--- config.mk ---
export PLATFORM = sky130hd
export DESIGN_NAME = sound_scheduler_flat
export DESIGN_NICKNAME = d
export VERILOG_FILES = /design/src/rtl/sound_pkg.sv /design/src/rtl/sound_scheduler_if.sv /design/src/rtl/sound_scheduler_tone_generator.sv /design/src/rtl/sound_scheduler.sv /design/src/flat_wrapper.sv
export SDC_FILE = /design/constraint.sdc
export NUM_CORES = 1
export LEC_CHECK = 0
export BUFFER_PORTS_ARGS = -buffer_cell sky130_fd_sc_hd__buf_2
export CORE_ASPECT_RATIO = 1.5
export CORE_MARGIN = 5
export CORE_UTILIZATION = 40
export DETAILED_ROUTE_END_ITERATION = 12
export PLACE_DENSITY = 0.54
export SLEW_MARGIN = 10
export SYNTH_ARGS = -nofsm -noshare
export SYNTH_HDL_FRONTEND = slang
export SYNTH_SLANG_ARGS = --single-unit
--- constraint.sdc ---
create_clock -name clk -period 6.7 [get_ports clk]
set_input_delay 0.67 -clock clk [delete_from_list [all_inputs] [get_ports clk]]
set_output_delay 0.67 -clock clk [all_outputs]
set_load 0.02 [all_outputs]
--- src/rtl/sound_pkg.sv ---
// Shared constants for the sound scheduler: event indices, FSM encoding,
// counter widths and the default tone tables.
package sound_pkg;

    localparam logic [1:0] EV_WALL   = 2'd0;
    localparam logic [1:0] EV_PADDLE = 2'd1;
    localparam logic [1:0] EV_BLOCK  = 2'd2;
    localparam logic [1:0] EV_LOST   = 2'd3;

    localparam int HP_W  = 17;
    localparam int MS_W  = 16;
    localparam int DUR_W = 9;

    localparam int DEF_MS_DIVIDER    = 40000;
    localparam int DEF_HALF_PERIOD_0 = 45455;
    localparam int DEF_HALF_PERIOD_1 = 30337;
    localparam int DEF_HALF_PERIOD_2 = 22727;
    localparam int DEF_HALF_PERIOD_3 = 90909;
    localparam int DEF_DURATION_0    = 30;
    localparam int DEF_DURATION_1    = 40;
    localparam int DEF_DURATION_2    = 50;
    localparam int DEF_DURATION_3    = 400;

    typedef enum logic {
        IDLE = 1'b0,
        PLAY = 1'b1
    } state_t;

    // Fixed priority: the highest set bit wins.
    function automatic logic [1:0] highest_event(input logic [3:0] v);
        logic [1:0] idx;
        idx = EV_WALL;
        if (v[3])      idx = EV_LOST;
        else if (v[2]) idx = EV_BLOCK;
        else if (v[1]) idx = EV_PADDLE;
        return idx;
    endfunction

endpackage

--- src/rtl/sound_scheduler_if.sv ---
// Request/status bundle between the game logic and the sound scheduler.
interface sound_scheduler_if;

    logic [3:0] sound_req;
    logic       sw_mute;
    logic       audio;
    logic       busy;
    logic [1:0] active_event;

    modport master (
        output sound_req,
        output sw_mute,
        input  audio,
        input  busy,
        input  active_event
    );

    modport slave (
        input  sound_req,
        input  sw_mute,
        output audio,
        output busy,
        output active_event
    );

endinterface

--- src/rtl/sound_scheduler_tone_generator.sv ---
// Square-wave source: toggles every half_period clocks, starts on the high
// phase after restart and rests low while disabled.
module tone_generator
    import sound_pkg::*;
(
    input  logic            clk,
    input  logic            reset,
    input  logic            enable,
    input  logic            restart,
    input  logic [HP_W-1:0] half_period,
    output logic            tone
);

    logic [HP_W-1:0] hp_cnt;
    logic [HP_W-1:0] hp_term;

    assign hp_term = half_period - 1'b1;

    always_ff @(posedge clk) begin
        if (reset) begin
            hp_cnt <= '0;
            tone   <= 1'b0;
        end else if (restart) begin
            hp_cnt <= '0;
            tone   <= 1'b1;
        end else if (!enable) begin
            hp_cnt <= '0;
            tone   <= 1'b0;
        end else if (hp_cnt >= hp_term) begin
            hp_cnt <= '0;
            tone   <= ~tone;
        end else begin
            hp_cnt <= hp_cnt + 1'b1;
        end
    end

endmodule

--- src/rtl/sound_scheduler.sv ---
// Prioritised one-voice sound scheduler: latches event requests, plays the
// most important one as a timed square wave, preempting or restarting as needed.
module sound_scheduler
    import sound_pkg::*;
#(
    parameter int MS_DIVIDER    = DEF_MS_DIVIDER,
    parameter int HALF_PERIOD_0 = DEF_HALF_PERIOD_0,
    parameter int HALF_PERIOD_1 = DEF_HALF_PERIOD_1,
    parameter int HALF_PERIOD_2 = DEF_HALF_PERIOD_2,
    parameter int HALF_PERIOD_3 = DEF_HALF_PERIOD_3,
    parameter int DURATION_0    = DEF_DURATION_0,
    parameter int DURATION_1    = DEF_DURATION_1,
    parameter int DURATION_2    = DEF_DURATION_2,
    parameter int DURATION_3    = DEF_DURATION_3
) (
    input  logic              clk,
    input  logic              reset,
    sound_scheduler_if.slave  bus
);

    localparam logic [HP_W-1:0] HP_TAB [4] = '{
        HP_W'(HALF_PERIOD_0), HP_W'(HALF_PERIOD_1),
        HP_W'(HALF_PERIOD_2), HP_W'(HALF_PERIOD_3)
    };
    localparam logic [DUR_W-1:0] DUR_TAB [4] = '{
        DUR_W'(DURATION_0), DUR_W'(DURATION_1),
        DUR_W'(DURATION_2), DUR_W'(DURATION_3)
    };
    localparam logic [MS_W-1:0] MS_TERM = MS_W'(MS_DIVIDER - 1);

    state_t           state, state_next;
    logic [3:0]       pending, pending_next;
    logic [3:0]       cand;
    logic [1:0]       active, hi_cand, hi_req;
    logic [1:0]       start_idx;
    logic             start;
    logic [MS_W-1:0]  ms_cnt;
    logic [DUR_W-1:0] dur_cnt;
    logic [DUR_W-1:0] dur_term;
    logic             tick;
    logic             ev_done;
    logic             tone;

    assign cand     = pending | bus.sound_req;
    assign hi_cand  = highest_event(cand);
    assign hi_req   = highest_event(bus.sound_req);
    assign dur_term = DUR_TAB[active] - 1'b1;
    assign tick     = (ms_cnt >= MS_TERM);
    assign ev_done  = (state == PLAY) && tick && (dur_cnt >= dur_term);

    always_ff @(posedge clk) begin
        if (reset) begin
            state   <= IDLE;
            pending <= '0;
            active  <= EV_WALL;
        end else begin
            state   <= state_next;
            pending <= pending_next;
            if (start)
                active <= start_idx;
            else if (state_next == IDLE)
                active <= EV_WALL;
        end
    end

    // Next state: idle start, end-of-tone handoff, preempt or restart.
    always_comb begin
        state_next   = state;
        start        = 1'b0;
        start_idx    = EV_WALL;
        pending_next = cand;
        case (state)
            IDLE: begin
                if (cand != 4'b0) begin
                    start      = 1'b1;
                    start_idx  = hi_cand;
                    state_next = PLAY;
                end
            end
            PLAY: begin
                if (ev_done) begin
                    if (cand != 4'b0) begin
                        start     = 1'b1;
                        start_idx = hi_cand;
                    end else begin
                        state_next = IDLE;
                    end
                end else if (bus.sound_req != 4'b0 && hi_req >= active) begin
                    start     = 1'b1;
                    start_idx = hi_req;
                end
            end
            default: state_next = IDLE;
        endcase
        if (start)
            pending_next = cand & ~(4'b0001 << start_idx);
    end

    // Millisecond timebase; both counters stop at their terminal values.
    always_ff @(posedge clk) begin
        if (reset || start || state_next != PLAY) begin
            ms_cnt  <= '0;
            dur_cnt <= '0;
        end else if (tick) begin
            ms_cnt  <= '0;
            dur_cnt <= dur_cnt + 1'b1;
        end else begin
            ms_cnt  <= ms_cnt + 1'b1;
        end
    end

    tone_generator u_tone (
        .clk         (clk),
        .reset       (reset),
        .enable      (state_next == PLAY),
        .restart     (start),
        .half_period (HP_TAB[active]),
        .tone        (tone)
    );

    assign bus.audio        = tone & ~bus.sw_mute;
    assign bus.busy         = (state == PLAY);
    assign bus.active_event = active;

endmodule

--- src/flat_wrapper.sv ---
// flat-port wrapper written by rule: the top's interface ports become plain ports
module sound_scheduler_flat import sound_pkg::*;
#(
    parameter int MS_DIVIDER    = DEF_MS_DIVIDER,
    parameter int HALF_PERIOD_0 = DEF_HALF_PERIOD_0,
    parameter int HALF_PERIOD_1 = DEF_HALF_PERIOD_1,
    parameter int HALF_PERIOD_2 = DEF_HALF_PERIOD_2,
    parameter int HALF_PERIOD_3 = DEF_HALF_PERIOD_3,
    parameter int DURATION_0    = DEF_DURATION_0,
    parameter int DURATION_1    = DEF_DURATION_1,
    parameter int DURATION_2    = DEF_DURATION_2,
    parameter int DURATION_3    = DEF_DURATION_3
)
  (clk, reset, bus_sound_req, bus_sw_mute, bus_audio, bus_busy, bus_active_event);
  sound_scheduler_if bus_i ();
  input  logic clk;
  input  logic reset;
  input wire logic [$bits(bus_i.sound_req)-1:0] bus_sound_req;
  input wire logic [$bits(bus_i.sw_mute)-1:0] bus_sw_mute;
  output wire logic [$bits(bus_i.audio)-1:0] bus_audio;
  output wire logic [$bits(bus_i.busy)-1:0] bus_busy;
  output wire logic [$bits(bus_i.active_event)-1:0] bus_active_event;
  assign bus_i.sound_req = bus_sound_req;
  assign bus_i.sw_mute = bus_sw_mute;
  assign bus_audio = bus_i.audio;
  assign bus_busy = bus_i.busy;
  assign bus_active_event = bus_i.active_event;
  sound_scheduler #(.MS_DIVIDER(MS_DIVIDER), .HALF_PERIOD_0(HALF_PERIOD_0), .HALF_PERIOD_1(HALF_PERIOD_1), .HALF_PERIOD_2(HALF_PERIOD_2), .HALF_PERIOD_3(HALF_PERIOD_3), .DURATION_0(DURATION_0), .DURATION_1(DURATION_1), .DURATION_2(DURATION_2), .DURATION_3(DURATION_3)) u_core (.clk(clk), .reset(reset), .bus(bus_i));
endmodule
# Yosys cells after proc, flatten, opt, wreduce, memory -nomap -nowiden
# Index checks and enable logic that the tools add are counted.
# word_totals
out_inout_bits	4
register_bits	50
inputBits	7
word_cells	66
# classes
n_eq_ne	2
bitwise_logic	9
mux	28
n_shift	1
addsub	5
magnitude_cmp	5
n_reduce_logical	9
# op_table
operator	count
binary-select mux 17 bit (select 2 bit)	1
2-to-1 mux 17 bit	2
binary-select mux 9 bit (select 2 bit)	1
2-to-1 mux 2 bit	9
2-to-1 mux 9 bit	2
adder 17 x 1 -> 17 bit (second input constant)	1
>= comparator 17 bit	1
subtractor 17 x 1 -> 17 bit (second input constant)	1
adder 16 x 1 -> 16 bit (second input constant)	1
>= comparator 16 bit (second input constant)	1
adder 9 x 1 -> 9 bit (second input constant)	1
>= comparator 9 bit	1
2-to-1 mux 1 bit	9
subtractor 9 x 1 -> 9 bit (second input constant)	1
nonzero test 4 bit	2
AND 4 bit	1
2-to-1 mux 4 bit	1
NOT 1 bit	4
NOT 4 bit	1
bitwise OR 4 bit	1
one-hot mux 1 bit (2 select lines)	2
one-hot mux 2 bit (2 select lines)	1
OR reduction 4 bit	1
left shift 1 x 2 -> 4 bit (first input constant)	1
other kinds (9)	12

# Longest topological paths before layout
# Gate-level depths: netlist of the first run.
# depth
word_depth	13
depth_mapped	15
depth_no_buf	13

# By module
# Synthesis of the first run repeated with hierarchy kept, for this count alone.
# hier_totals
hier_cells	388
area_unflattened_um2	3509.6
# by_module_without_submodules
mod	area_per_inst_um2	cells_each	seq_area_each_um2	instances
sound_scheduler	1983.2	222	640.6	1
tone_generator	1526.5	166	360.3	1

# Worst setup path before layout of the first run
# Ideal clock, no wire load.
# synth_timing
kind	reg-to-reg
startpoint	register u_core.active[0] (netlist: u_core.bus.active_event[0])
endpoint	register u_core.u_tone.hp_cnt[6]
required_time_ps	6638
path_stages_with_launch	12
synth_period_minus_slack_ps	2778
slack_ps	3922
setup_ps	62
n_path_buf	2
arrival_ps	2716
cell_sequence	dfxtp_1 > inv_1 > ha_1 > ha_1 > a21o_1 > a221o_1 > a211oi_1 > o21ai_0 > or3b_1 > buf_6 > buf_12 > nor2_4
# synth_between
elab_chain_cells	11
word_cells_on_any_way	21
cone_classes	2 x add/sub; 3 x order compare; 11 x mux; 2 x bitwise; 3 x reduce/logical
# synth_lines
element	line_no	source
start: declaration	sound_scheduler.sv:34	logic [1:0] active, hi_cand, hi_req;
start signal: assignment	sound_scheduler.sv:60	active <= start_idx;
NOT 2 -> 3 bit (implied by the code)	sound_scheduler.sv:47, sound_scheduler.sv:117	
binary-select mux 9 bit (select 2 bit)	sound_scheduler.sv:47	assign dur_term = DUR_TAB[active] - 1'b1;
2-to-1 mux 9 bit (implied by the code) (2 in series)	sound_scheduler.sv:47	
subtractor 9 x 1 -> 9 bit	sound_scheduler.sv:47	
>= comparator 9 bit	sound_scheduler.sv:49	assign ev_done = (state == PLAY) && tick && (dur_cnt >= dur_term);
logical AND 1 bit	sound_scheduler.sv:49	
2-to-1 mux 1 bit	sound_scheduler.sv:81	if (ev_done) begin
one-hot mux 1 bit (2 select lines)	sound_scheduler.sv:72	case (state)
NOT 1 bit	n/a	
OR reduction 4 bit (no line) (*)	n/a	
end signal: assignment	sound_scheduler_tone_generator.sv:33	hp_cnt <= hp_cnt + 1'b1;
end: declaration	sound_scheduler_tone_generator.sv:14	logic [HP_W-1:0] hp_cnt;
# Mark *: on every way between the ends. The rest lies on a longest branch, timed or not. The select of a mux whose other input is x is not followed.
# A chain may end at the register's enable or synchronous reset.

# Worst setup path in the final report of the first run
# layout_timing
startpoint	register u_core.active[0] (netlist: u_core.bus.active_event[0])
endpoint	register u_core.u_tone.hp_cnt[3]
# The elaborated chain is that of the path after synthesis.

==> summary.md, run 1 <==
| Metric | Value |
|---|---|
| Total congestion overflow | 0 |
| CTS tree | yes |
| Clock-pin slew on the worst setup and hold paths | 0.09 ns |
| Fill cell count | 712 |
| Die area | 0.00913 mm2 |
| Warnings from Yosys | 0 |
| Crit path max fanout | 17 |
| Resized cells post-CTS | 0 |
| Clock power frac | 35.5% |
| Maximum vdd drop | 0.000140 V |
| Clock root buffer | clkbuf_8 |
| Vias per cell | 4.88 |
| Seq/Total Area, Yosys | 34.3% |
| WL final | 5520 um |
| Antenna violations before repair | 0 |
| Drt pass-1 iters | 4 |
| WS Path Type | flip-flop to flip-flop |
| Yosys cell types | 48 |
| Initial drt markers | 63 |
| Vias in the first global route | 2,111 |
| Flop pwr share | 50.0% |
| Tcrit/Tclk final | 50.2% |
| WL met2 | 2870 um |
| Multi-input logic area | 0.00179 mm2 |
| Top cell type's share of synthesized area | 34.3% |
| Maxcap violations | 0 |
| Mapped cell area | 0.00291 mm2 |
| Synth-to-layout area growth | 8.07% |
| Pint | 0.456 mW |
| Die width | 79.7 um |
| Hold_buf cts | 0 |
| Post-route design area | 0.00315 mm2 |
| # DRC | 0 |
| WP data required | 6.85 ns |
| Power per Cell Area | 197 mW/mm2 |
| Ports | 11 |
| Final ANT Viol Nets | 0 |
| Total Neg Setup Slack | 0 ns |
| Least-Margin Pin Slew | 1.12 ns |
| Max incr delay on CP | 0.92 ns |
| Placed cell areas | 0.00304 mm2 |
| Via count | 2,146 |
| Yosys reg bits | 50 |
| N_diodes | 0 |
| Setup Viol. Count Final | 0 |
| Initial core utilization | 40.6% |
| Crit-path cells | inv_1, ha_1, inv_1, nand2_1, ha_1, nand4b_1, nor3_1, a211oi_1, o21ai_0, or3b_1, nor2_1 |
| Total GRT Usage | 13.2% |
| First-pass GRT wire length | 9560 um |
| Unrepaired setup endpoints after global routing | no |
| Highest routed metal layer | met4 |
| CP arrival | 3.51 ns |
| Placed Cells | 433 |
| Syn Nets | 370 |
| Mapped Cells | 330 |
| CTS Buf Count | 5 |
| Clock tree buffer depth | 2 |
| Area leader, netlist | dfxtp_1 |
| Core Area | 0.00718 mm2 |
| Top post-synthesis cells by area | dfxtp_1, ha_1, nor2_1 |
| Slowest CP cell | or3b_1 |
| Worst slew margin | 25.1% |
| Clock tree sinks | 50 |
| Status | complete, no violations |
| Wire per inst | 12.6 um |
| Logic pwr share | 14.5% |
| Hold WS | 0.485 ns |
| Max Clock Freq | 297 MHz |
| CTS H-tree depth | 2 |
| P_leak | 1.22 nW |
| FP Rows | 38 |
| HP Class | flip-flop to flip-flop |
| Fraction of layout cells with a size suffix above 1 | 10.3% |
| Crit path launch type | flip-flop |
| Sw Share | 26.2% |
| Setup Skew | 0.0111 ns |
| Largest net degree at the start of global routing | 18 |
| P_sw | 0.162 mW |
| DP HPWL | 4290 um |
| Crit path time final | 3.36 ns |
| Port Buffers | 10 |
| Fin. max-slew vios | 0 |
| DIE HEIGHT | 115 um |
| Final non-filler cell total | 440 |
| NumNets Final | 380 |
| WL met3 | 86 um |
| Avg Cell Area, Syn | 8.83 um2 |
| Critical Path Sink Type | flip-flop |
| Area occupied by registers | 0.00100 mm2 |
| Gpl congestion | 0.786 |
| Final Hold Fails | 0 |
| Util after Layout | 43.9% |
| Post-CTS Setup Bufs | 0 |
| Worst-Skew Late Latency | 0.31 ns |
| M1 WL | 2450 um |
cell usage in the layout (no fill, tap or decap), types with 2 or more instances in the layout:
cell type   n
dfxtp_1    50
o31ai_1     2
and3_1      8
nand3_1    12
nand4_1     8
mux2i_1     3
xor2_1     18
xnor2_1    21
o21ai_0     4
mux2_2      2
o21a_1      4
nand2b_1    2
nand4b_1    2
a211oi_1    3
ha_1       33
nor2_2      2
clkbuf_8    6
nor2_4      8
nand2_1    21
nor3_1      6
inv_1      20
a21oi_1    11
buf_2      10
o22ai_1     3
a21o_1      4
nor2_1     57
flip-flops by register name, summed over array words and instances (netlist names):
| signal | flops |
|---|---|
| u_core.ms_cnt | 16 |
| u_core.dur_cnt | 9 |
| u_core.pending | 4 |
| u_core.bus.active_event | 2 |
| u_core.bus.busy | 1 |
| u_core.u_tone.tone | 1 |
| u_core.u_tone.hp_cnt | 17 |
per-stage QoR:
step,setup WS (ns),total power [mW]
6_report,3.34,0.619
5_1_grt,2.92,0.654
4_1_cts,3.27,0.632
2_1_floorplan,3.92,0.386
3_3_place_gp,3.33,0.407
3_5_place_dp,3.28,0.407
cell families after synthesis:
group,after synthesis,synth area share [%]
buf+inv,27,4.38
simple gates,135,23.8
fa+ha+maj,33,14.2
xor+xnor,39,11.7
compound gates,41,9.75
flops,50,34.3
mux,5,1.80
critical path: cells and delay by family, from the launching register on:
kind	cells	cell delay, ns
simple gates	5	1.42
fa+ha+maj	2	0.58
flops	1	0.51
compound gates	2	0.38
buf+inv	2	0.31
layout make-up:
type	count	share of cell area (%)
multi-input cells	253	56.7
flip-flops and latches	50	31.8
well taps	100	3.97
clock buffers	6	2.62
inverters	20	2.38
repair buffers	10	1.59
clock inverters	1	0.954
power by group through the flow:
| stage | Clock [mW] | Sequential, mW | Combinational [mW] |
|---|---|---|---|
| after floorplan | 0 | 0.317 | 0.0683 |
| after global placement | 0 | 0.317 | 0.0901 |
| after detailed placement | 0 | 0.317 | 0.0906 |
| after CTS | 0.231 | 0.310 | 0.0912 |
| after global routing | 0.240 | 0.311 | 0.104 |
| final | 0.220 | 0.310 | 0.0895 |
path summary, 6_finish.rpt:
kind                              startpoint                 endpoint  slack, ns  depth (start not counted)
setup reg to reg  u_core.bus.active_event[0]  u_core.u_tone.hp_cnt[3]       3.34                         11
hold / removal              u_core.ms_cnt[0]         u_core.ms_cnt[0]       0.48                          1
setup / recovery  u_core.bus.active_event[0]  u_core.u_tone.hp_cnt[3]       3.34                         11
hold reg to reg             u_core.ms_cnt[0]         u_core.ms_cnt[0]       0.48                          1
cell usage after synthesis (all sizes together):
cell,n
clkbuf,2
a221o,1
a211oi,3
a221oi,1
buf,5
a21oi,12
nand3b,1
o21bai,1
a2111o,1
nor3b,1
mux2,2
xnor2,21
o31ai,2
nor4,1
nor2b,1
a21o,4
nor2,67
ha,33
a41oi,1
nand3,12
o22ai,4
nand2b,2
and3,8
o21ai,5
o211ai,1
dfxtp,50
xor2,18
mux2i,3
nand4,8
or2,1
nand4b,2
nor3,7
or4,1
or3b,1
o21a,4
nand2,21
and4,1
inv,20
a311oi,1
layer usage:
| metal | GRT usage (%) | vias to the layer above |
|---|---|---|
| met3 | 2.60 | 7 |
| li1 | - | 1142 |
| met1 | 14.5 | 987 |
| met2 | 23.9 | 10 |
| met5 | 0 | - |
| met4 | 5.96 | 0 |
Note: power is estimated with default switching activity, not from simulation.
==> run 2: changes to the inputs <==
Settings changed: PLACE_DENSITY 0.54 to 0.56.
Clock period 6.7 ns to 3 ns, I/O delays scaled along.
==> run 2 against run 1 <==
Utilization grew 0.75 points; setup slack lost 3.1 ns; combinational power grew to 2.5 times the previous value; global-route usage grew 0.21 points; final cell count grew 1.4%; clock skew shrank 0.0043 ns; sequential share of layout area shrank 0.49 points; first-iteration DRC count grew 35%; clock power grew 76%; routed wire length grew 0.40%; non-clock buffer count grew 6; critical endpoint is now u_core.pending[2]; hold slack lost 0.19 ns.
==> summary.md, run 2 (synthesis gave the netlist of run 1 again) <==
| Metric | Value |
|---|---|
| Largest register FFs | 17 (unchanged) |
| DP HPWL | 4310 um (+0.54%) |
| Core Area | 0.00718 mm2 (unchanged) |
| Tcrit/Tclk final | 91.4% (+41 points) |
| Util after Layout | 44.6% (+0.75 points) |
| Drt pass-1 iters | 4 (unchanged) |
| CTS Buf Count | 5 (unchanged) |
| WP data required | 3.22 ns (-3.63 ns) |
| Maxcap violations | 0 (unchanged) |
| Ports | 11 (unchanged) |
| N_diodes | 0 (unchanged) |
| Setup Viol. Count Final | 0 (unchanged) |
| Fin. max-slew vios | 0 (unchanged) |
| Die area | 0.00913 mm2 (unchanged) |
| Worst slew margin | 66.0% (+41 points) |
| Place WS | 0.0822 ns (-3.19 ns) |
| Largest net degree at the start of global routing | 18 (unchanged) |
| Final Hold Fails | 0 (unchanged) |
| Power per Cell Area | 407 mW/mm2 (+110%) |
| HP Class | primary input to flip-flop |
| Vias in the first global route | 2,216 (+5.0%) |
| Clock-pin slew on the worst setup and hold paths | 0.10 ns (about the same) |
| Final ANT Viol Nets | 0 (unchanged) |
| Clock tree buffer depth | 2 (unchanged) |
| Status | complete, no violations |
| Total congestion overflow | 0 (unchanged) |
| Final worst slack | 0.259 ns (-3.08 ns) |
| FP Rows | 38 (unchanged) |
| Maximum vdd drop | 0.000251 V (+79%) |
| Max Clock Freq | 365 MHz (+23%) |
| P_leak | 1.23 nW (+0.81%) |
| Die width | 79.7 um (unchanged) |
| WL final | 5550 um (+0.40%) |
| Least-Margin Pin Slew | 0.511 ns (-0.612 ns) |
| Top reg by flops | u_core.u_tone.hp_cnt |
| DIE HEIGHT | 115 um (unchanged) |
| Most frequent cells in the layout | nor2_1, dfxtp_1, ha_1, nand2_1, xnor2_1 |
| NumNets Final | 386 (+1.6%) |
| Total GRT Usage | 13.4% (+0.21 points) |
| # DRC | 0 (unchanged) |
| Fraction of layout cells with a size suffix above 1 | 12.7% (+2.4 points) |
| Port Buffers | 10 (unchanged) |
| Clock tree sinks | 50 (unchanged) |
| Worst-Skew Late Latency | 0.30 ns (about the same) |
| Commonest non-fill, non-tap cell in the layout | nor2_1 |
| Gpl congestion | 0.785 (-0.15%) |
| Top flop regs | u_core.u_tone.hp_cnt x17, u_core.ms_cnt x16, u_core.dur_cnt x9 |
| CTS tree | yes |
| Unrepaired setup endpoints after global routing | no |
| Via count | 2,183 (+1.7%) |
| Clock root buffer | clkbuf_8 |
| Critical Path Sink Type | flip-flop |
| CP arrival | 2.96 ns (-0.55 ns) |
| Vias per cell | 4.89 (+0.36%) |
| Crit path max fanout | 5 (-12) |
| Crit path time final | 2.74 ns (-0.622 ns) |
| Synth-to-layout area growth | 9.92% |
| CTS H-tree depth | 2 (unchanged) |
| Total Neg Setup Slack | 0 ns (unchanged) |
| Initial core utilization | 40.6% (unchanged) |
| Hold_buf cts | 0 (unchanged) |
| Setup Skew | 0.00677 ns (-0.00435 ns) |
| Wire per inst | 12.4 um (-0.95%) |
| Crit path launch type | flip-flop |
| Initial drt markers | 85 (+35%) |
| First-pass GRT wire length | 9860 um (+3.1%) |
| WS Path Type | flip-flop to flip-flop |
| Antenna violations before repair | 0 (unchanged) |
[run 2: cell count changes in the layout (fill, tap and decap cells not counted)]
cell / previous run / this run
a21oi_2: 1 / 2
dfxtp_2: 0 / 1
o22ai_2: 1 / 0
mux2i_4: 0 / 1
buf_12: 0 / 1
o22ai_4: 0 / 1
a21oi_1: 11 / 10
dfxtp_1: 50 / 49
buf_4: 0 / 5
mux2i_1: 3 / 2
clkbuf_8: 6 / 5
clkinvlp_4: 0 / 2
bufinv_16: 1 / 0
[run 2: worst max-delay path, stage by stage, from the launching register on]
cell	delay [ns]
dfxtp_2	0.36
inv_1	0.07
buf_4	0.14
ha_1	0.27
inv_1	0.10
o211ai_1	0.21
ha_1	0.28
a21oi_2	0.15
o21a_1	0.14
nand2_1	0.09
o22ai_4	0.25
mux2_2	0.38
a211oi_1	0.22
[run 2: layout make-up]
| type | count | area [um2] |
|---|---|---|
| timing repair buffer | 16 | 108 |
| fill | 722 | 3980 |
| inverter | 20 | 75.1 |
| clock buffer | 5 | 68.8 |
| tap | 100 | 125 |
| sequential | 50 | 1000 |
| multi-input combinational | 253 | 1810 |
| clock inverter | 2 | 15.0 |
[run 2: metal layers]
metal	wire (um)	up-vias	track usage (%)
met5	0	-	0
met1	2400	997	14.8
met3	121	9	2.83
met4	98	0	4.82
li1	-	1160	-
met2	2920	17	24.7
[run 2: worst paths after layout]
path	from	endpoint	slack, ns	cells after the start
max	u_core.bus.active_event[1]	u_core.pending[2]	0.26	12
min	reset	u_core.u_tone.tone	0.29	2
max reg2reg	u_core.bus.active_event[1]	u_core.pending[2]	0.26	12
min reg2reg	u_core.ms_cnt[0]	u_core.ms_cnt[0]	0.48	1
[run 2: what timing repair did]
| action | 4_1_cts | 5_1_grt |
|---|---|---|
| hold endpoints to repair | 0 | 0 |
| setup endpoints to repair | 0 | 5 |
| resized for setup | 0 | 5 |
| setup buffers | 0 | 1 |
[run 2: through the flow]
step | instance area (um2) | hold slack [ns] | std cells | power [mW]
after floorplan | 2910 | 0.430 | 330 | 0.861
after global placement | 3090 | 0.446 | 438 | 0.921
after detailed placement | 3090 | 0.458 | 438 | 0.922
after CTS | 3170 | 0.271 | 445 | 1.32
after global routing | 3200 | 0.276 | 446 | 1.38
final | 3200 | 0.290 | 446 | 1.30
[run 2: report_power, final]
part           switching, mW  internal (mW)
clock network          0.228          0.160
logic                  0.136         0.0908
registers             0.0113          0.678
==> run 3: changes to the inputs <==
Settings changed: PLACE_DENSITY 0.56 to 0.55, SYNTH_HIERARCHICAL set to 1.
==> run 3 against run 2 <==
The flow now finishes with violations (negative setup slack); hold slack got worse by 0.013 ns; sequential cell count stayed put; setup slack got worse by 0.45 ns; critical endpoint is now u_core/u_tone/hp_cnt[13]; largest power group unchanged.
==> summary.md, run 3 <==
| Metric | Value |
|---|---|
| Hold path endpoint | u_core/pending[0] |
| RR Endpoint | u_core/u_tone/hp_cnt[13] |
| Total congestion overflow | 0 (unchanged) |
| Top_reg_cell synth | dfxtp_1 |
| CP arrival | 3.44 ns (+0.48 ns) |
| Vias per cell | 5.05 (+3.2%) |
| Post-route design area | 0.00413 mm2 (+29%) |
| Min-delay src | bus_sound_req[0] |
| WP data required | 3.24 ns (+0.02 ns) |
| DP HPWL | 5930 um (+38%) |
| Hold path cells | 3 (+1) |
| Mapped Cells | 388 (+18%) |
| Worst r2r src | u_core/bus.active_event[1] |
| Final Hold Fails | 0 (unchanged) |
| Setup Viol. Count Final | 18 (+18) |
| Final worst slack | -0.193 ns (-0.452 ns) |
| Mapped cell area | 0.00351 mm2 (+20%) |
| Warnings from Yosys | 6 (+6) |
| Worst slew margin | 57.7% (-8.2 points) |
| Unrepaired setup endpoints after global routing | yes |
| Clock-pin slew on the worst setup and hold paths | 0.07 ns (-0.03 ns) |
| Area leader, netlist | dfxtp_1 |
| Top post-synthesis cells by count | nor2_1, dfxtp_1, ha_1 |
| First-pass GRT wire length | 12,600 um (+28%) |
| Largest register FFs | 17 (unchanged) |
| Antenna violations before repair | 0 (unchanged) |
| Crit path launch type | flip-flop |
| Tcrit/Tclk final | 106% (+15 points) |
| Die area | 0.0108 mm2 (+18%) |
| Placed Cells | 533 (+22%) |
| Clock root buffer | clkbuf_16 |
| Clock tree buffer depth | 2 (unchanged) |
| Clock tree sinks | 50 (unchanged) |
| Crit path max fanout | 17 (+12) |
| Post-synth EDFFs | 0 (unchanged) |
| # DRC | 0 (unchanged) |
| Top reg by flops | u_core/u_tone/hp_cnt |
| P_leak | 1.55 nW (+26%) |
| Core Area | 0.00872 mm2 (+22%) |
| Initial core utilization | 40.2% (-0.36 points) |
| Yosys cell types | 62 (+29%) |
| Most frequent cells in the layout | nor2_1, dfxtp_1, ha_1, xnor2_1, buf_4 |
| Asr flop ratio synth | 0% (unchanged) |
| Power per Cell Area | 409 mW/mm2 (+0.43%) |
| CTS Buf Count | 5 (unchanged) |
| Drt pass-1 iters | 4 (unchanged) |
| Commonest non-fill, non-tap cell in the layout | nor2_1 |
| Placed cell areas | 0.00394 mm2 (+28%) |
| Ports | 11 (unchanged) |
| Fraction of layout cells with a size suffix above 1 | 22.8% (+10 points) |
| FP Rows | 42 (+11%) |
| Critical Path Sink Type | flip-flop |
| DIE HEIGHT | 125 um (+8.9%) |
| Gpl congestion | 0.871 (+11%) |
| Hold_buf cts | 0 (unchanged) |
| Yosys reg bits | 50 (unchanged) |
| Top flop regs | u_core/u_tone/hp_cnt x17, u_core/ms_cnt x16, u_core/dur_cnt x9 |
| Wire per inst | 13.2 um (+5.9%) |
| Top post-synthesis cells by area | dfxtp_1, ha_1, xnor2_1 |
| Vias in the first global route | 2,811 (+27%) |
| Port Buffers | 10 (unchanged) |
| HP Class | primary input to flip-flop |
| Status | finished, violations left |
| Max Clock Freq | 313 MHz (-14%) |
| Reg2reg setup slack | -0.19 ns (-0.45 ns) |
| Die width | 86.5 um (+8.5%) |
| Maximum vdd drop | 0.000334 V (+33%) |
| Maxcap violations | 0 (unchanged) |
| Crit path time final | 3.19 ns (+0.452 ns) |
| Least-Margin Pin Slew | 0.630 ns (+0.119 ns) |
| Avg Cell Area, Syn | 9.05 um2 (+2.4%) |
| Via count | 2,749 (+26%) |
| WS Path Type | flip-flop to flip-flop |
| Failing checks | negative setup slack |
| WL final | 7160 um (+29%) |
| Initial drt markers | 67 (-21%) |
| Top cell type's share of synthesized area | 28.5% (-5.8 points) |
| Final non-filler cell total | 544 (+22%) |
| NumNets Final | 479 (+24%) |
| CTS tree | yes |
| Worst R2R Path Depth | 16 (+4) |
| Final ANT Viol Nets | 0 (unchanged) |
| N_diodes | 0 (unchanged) |
| Top-count cell post-synth | nor2_1 |
| Fin. max-slew vios | 0 (unchanged) |
| Setup Skew | 0.00916 ns (+0.00239 ns) |
| Largest net degree at the start of global routing | 19 (+1) |
| Worst-Skew Late Latency | 0.30 ns (about the same) |
| Synth-to-layout area growth | 17.6% |
| CTS H-tree depth | 2 (unchanged) |
| Seq/Total Area, Yosys | 28.5% (-5.8 points) |
| Total GRT Usage | 14.4% (+1.1 points) |
==> run 3: repair_timing <==
item,in CTS,in global routing
gates cloned,0,0
pin swaps,2,0
endpoints found under the setup margin,18,18
buffers inserted,3,0
gates resized for setup,5,0
==> run 3: metrics by stage <==
stage / util, % / TNS [ns] / hold WS (ns) / worst slack [ns] / power [mW]
6_report: 47.3 / -3.20 / 0.277 / -0.193 / 1.69
5_1_grt: 47.3 / -6.65 / 0.307 / -0.391 / 1.79
4_1_cts: 47.3 / -3.49 / 0.277 / -0.210 / 1.72
3_5_place_dp: 45.1 / -6.77 / 0.459 / -0.395 / 1.10
3_3_place_gp: 45.1 / -4.78 / 0.448 / -0.274 / 1.10
2_1_floorplan: - / -4.89 / 0.430 / -0.353 / 0.965
==> run 3: logic make-up after synthesis <==
logic type / Yosys count / synth area share [%]
flops: 50 / 28.5
simple gates: 171 / 27.6
buf+inv: 24 / 3.32
mux: 3 / 0.856
xor+xnor: 52 / 13.0
fa+ha+maj: 39 / 13.9
other cells: 2 / 0.214
compound gates: 47 / 12.6
==> run 3: critical path, stage by stage (launching register included) <==
cell	delay, ns
dfxtp_4	0.39
inv_4	0.05
ha_4	0.15
or2_4	0.26
nor2_2	0.08
o211ai_1	0.09
ha_1	0.33
and4_4	0.19
a2111oi_4	0.35
nor2_2	0.10
mux2i_1	0.16
nor3b_2	0.23
o21ai_2	0.10
a211oi_4	0.22
nand4b_4	0.13
buf_12	0.18
nor2_4	0.11
==> run 3: worst max-delay path by stage <==
stage / from / endpoint / slack, ns / cells past startpoint
floorplan: u_core/bus.active_event[0] / u_core/u_tone/hp_cnt[8] / -0.35 / 17
global placement: u_core/bus.active_event[1] / u_core/u_tone/hp_cnt[6] / -0.27 / 17
detailed placement: u_core/bus.active_event[1] / u_core/u_tone/hp_cnt[13] / -0.39 / 17
CTS: u_core/bus.active_event[1] / u_core/u_tone/hp_cnt[13] / -0.21 / 15
global route: u_core/bus.active_event[1] / u_core/u_tone/hp_cnt[2] / -0.39 / 17
finish: u_core/bus.active_event[1] / u_core/u_tone/hp_cnt[13] / -0.19 / 16
==> run 3: where the power goes <==
group	internal [mW]	switching [mW]	leakage (nW)	total [mW]
Sequential	0.678	0.0140	0.406	0.692
Clock	0.319	0.275	0.0752	0.594
Combinational	0.189	0.212	1.07	0.401
==> run 3: metal layers <==
metal / up-vias / routed length (um) / global-route usage, %
li1: 1441 / - / -
met1: 1282 / 2710 / 14.8
met2: 19 / 4200 / 28.3
met3: 7 / 142 / 2.51
met4: 0 / 104 / 4.68
met5: - / 0 / 0
==> run 3: final cells by class <==
type,instances,area (um2)
multi-input cells,318,2460
inverters,19,78.8
clock buffers,5,125
fillers,877,4590
flip-flops and latches,50,1010
well taps,110,138
clock inverters,3,26.3
repair buffers,39,293
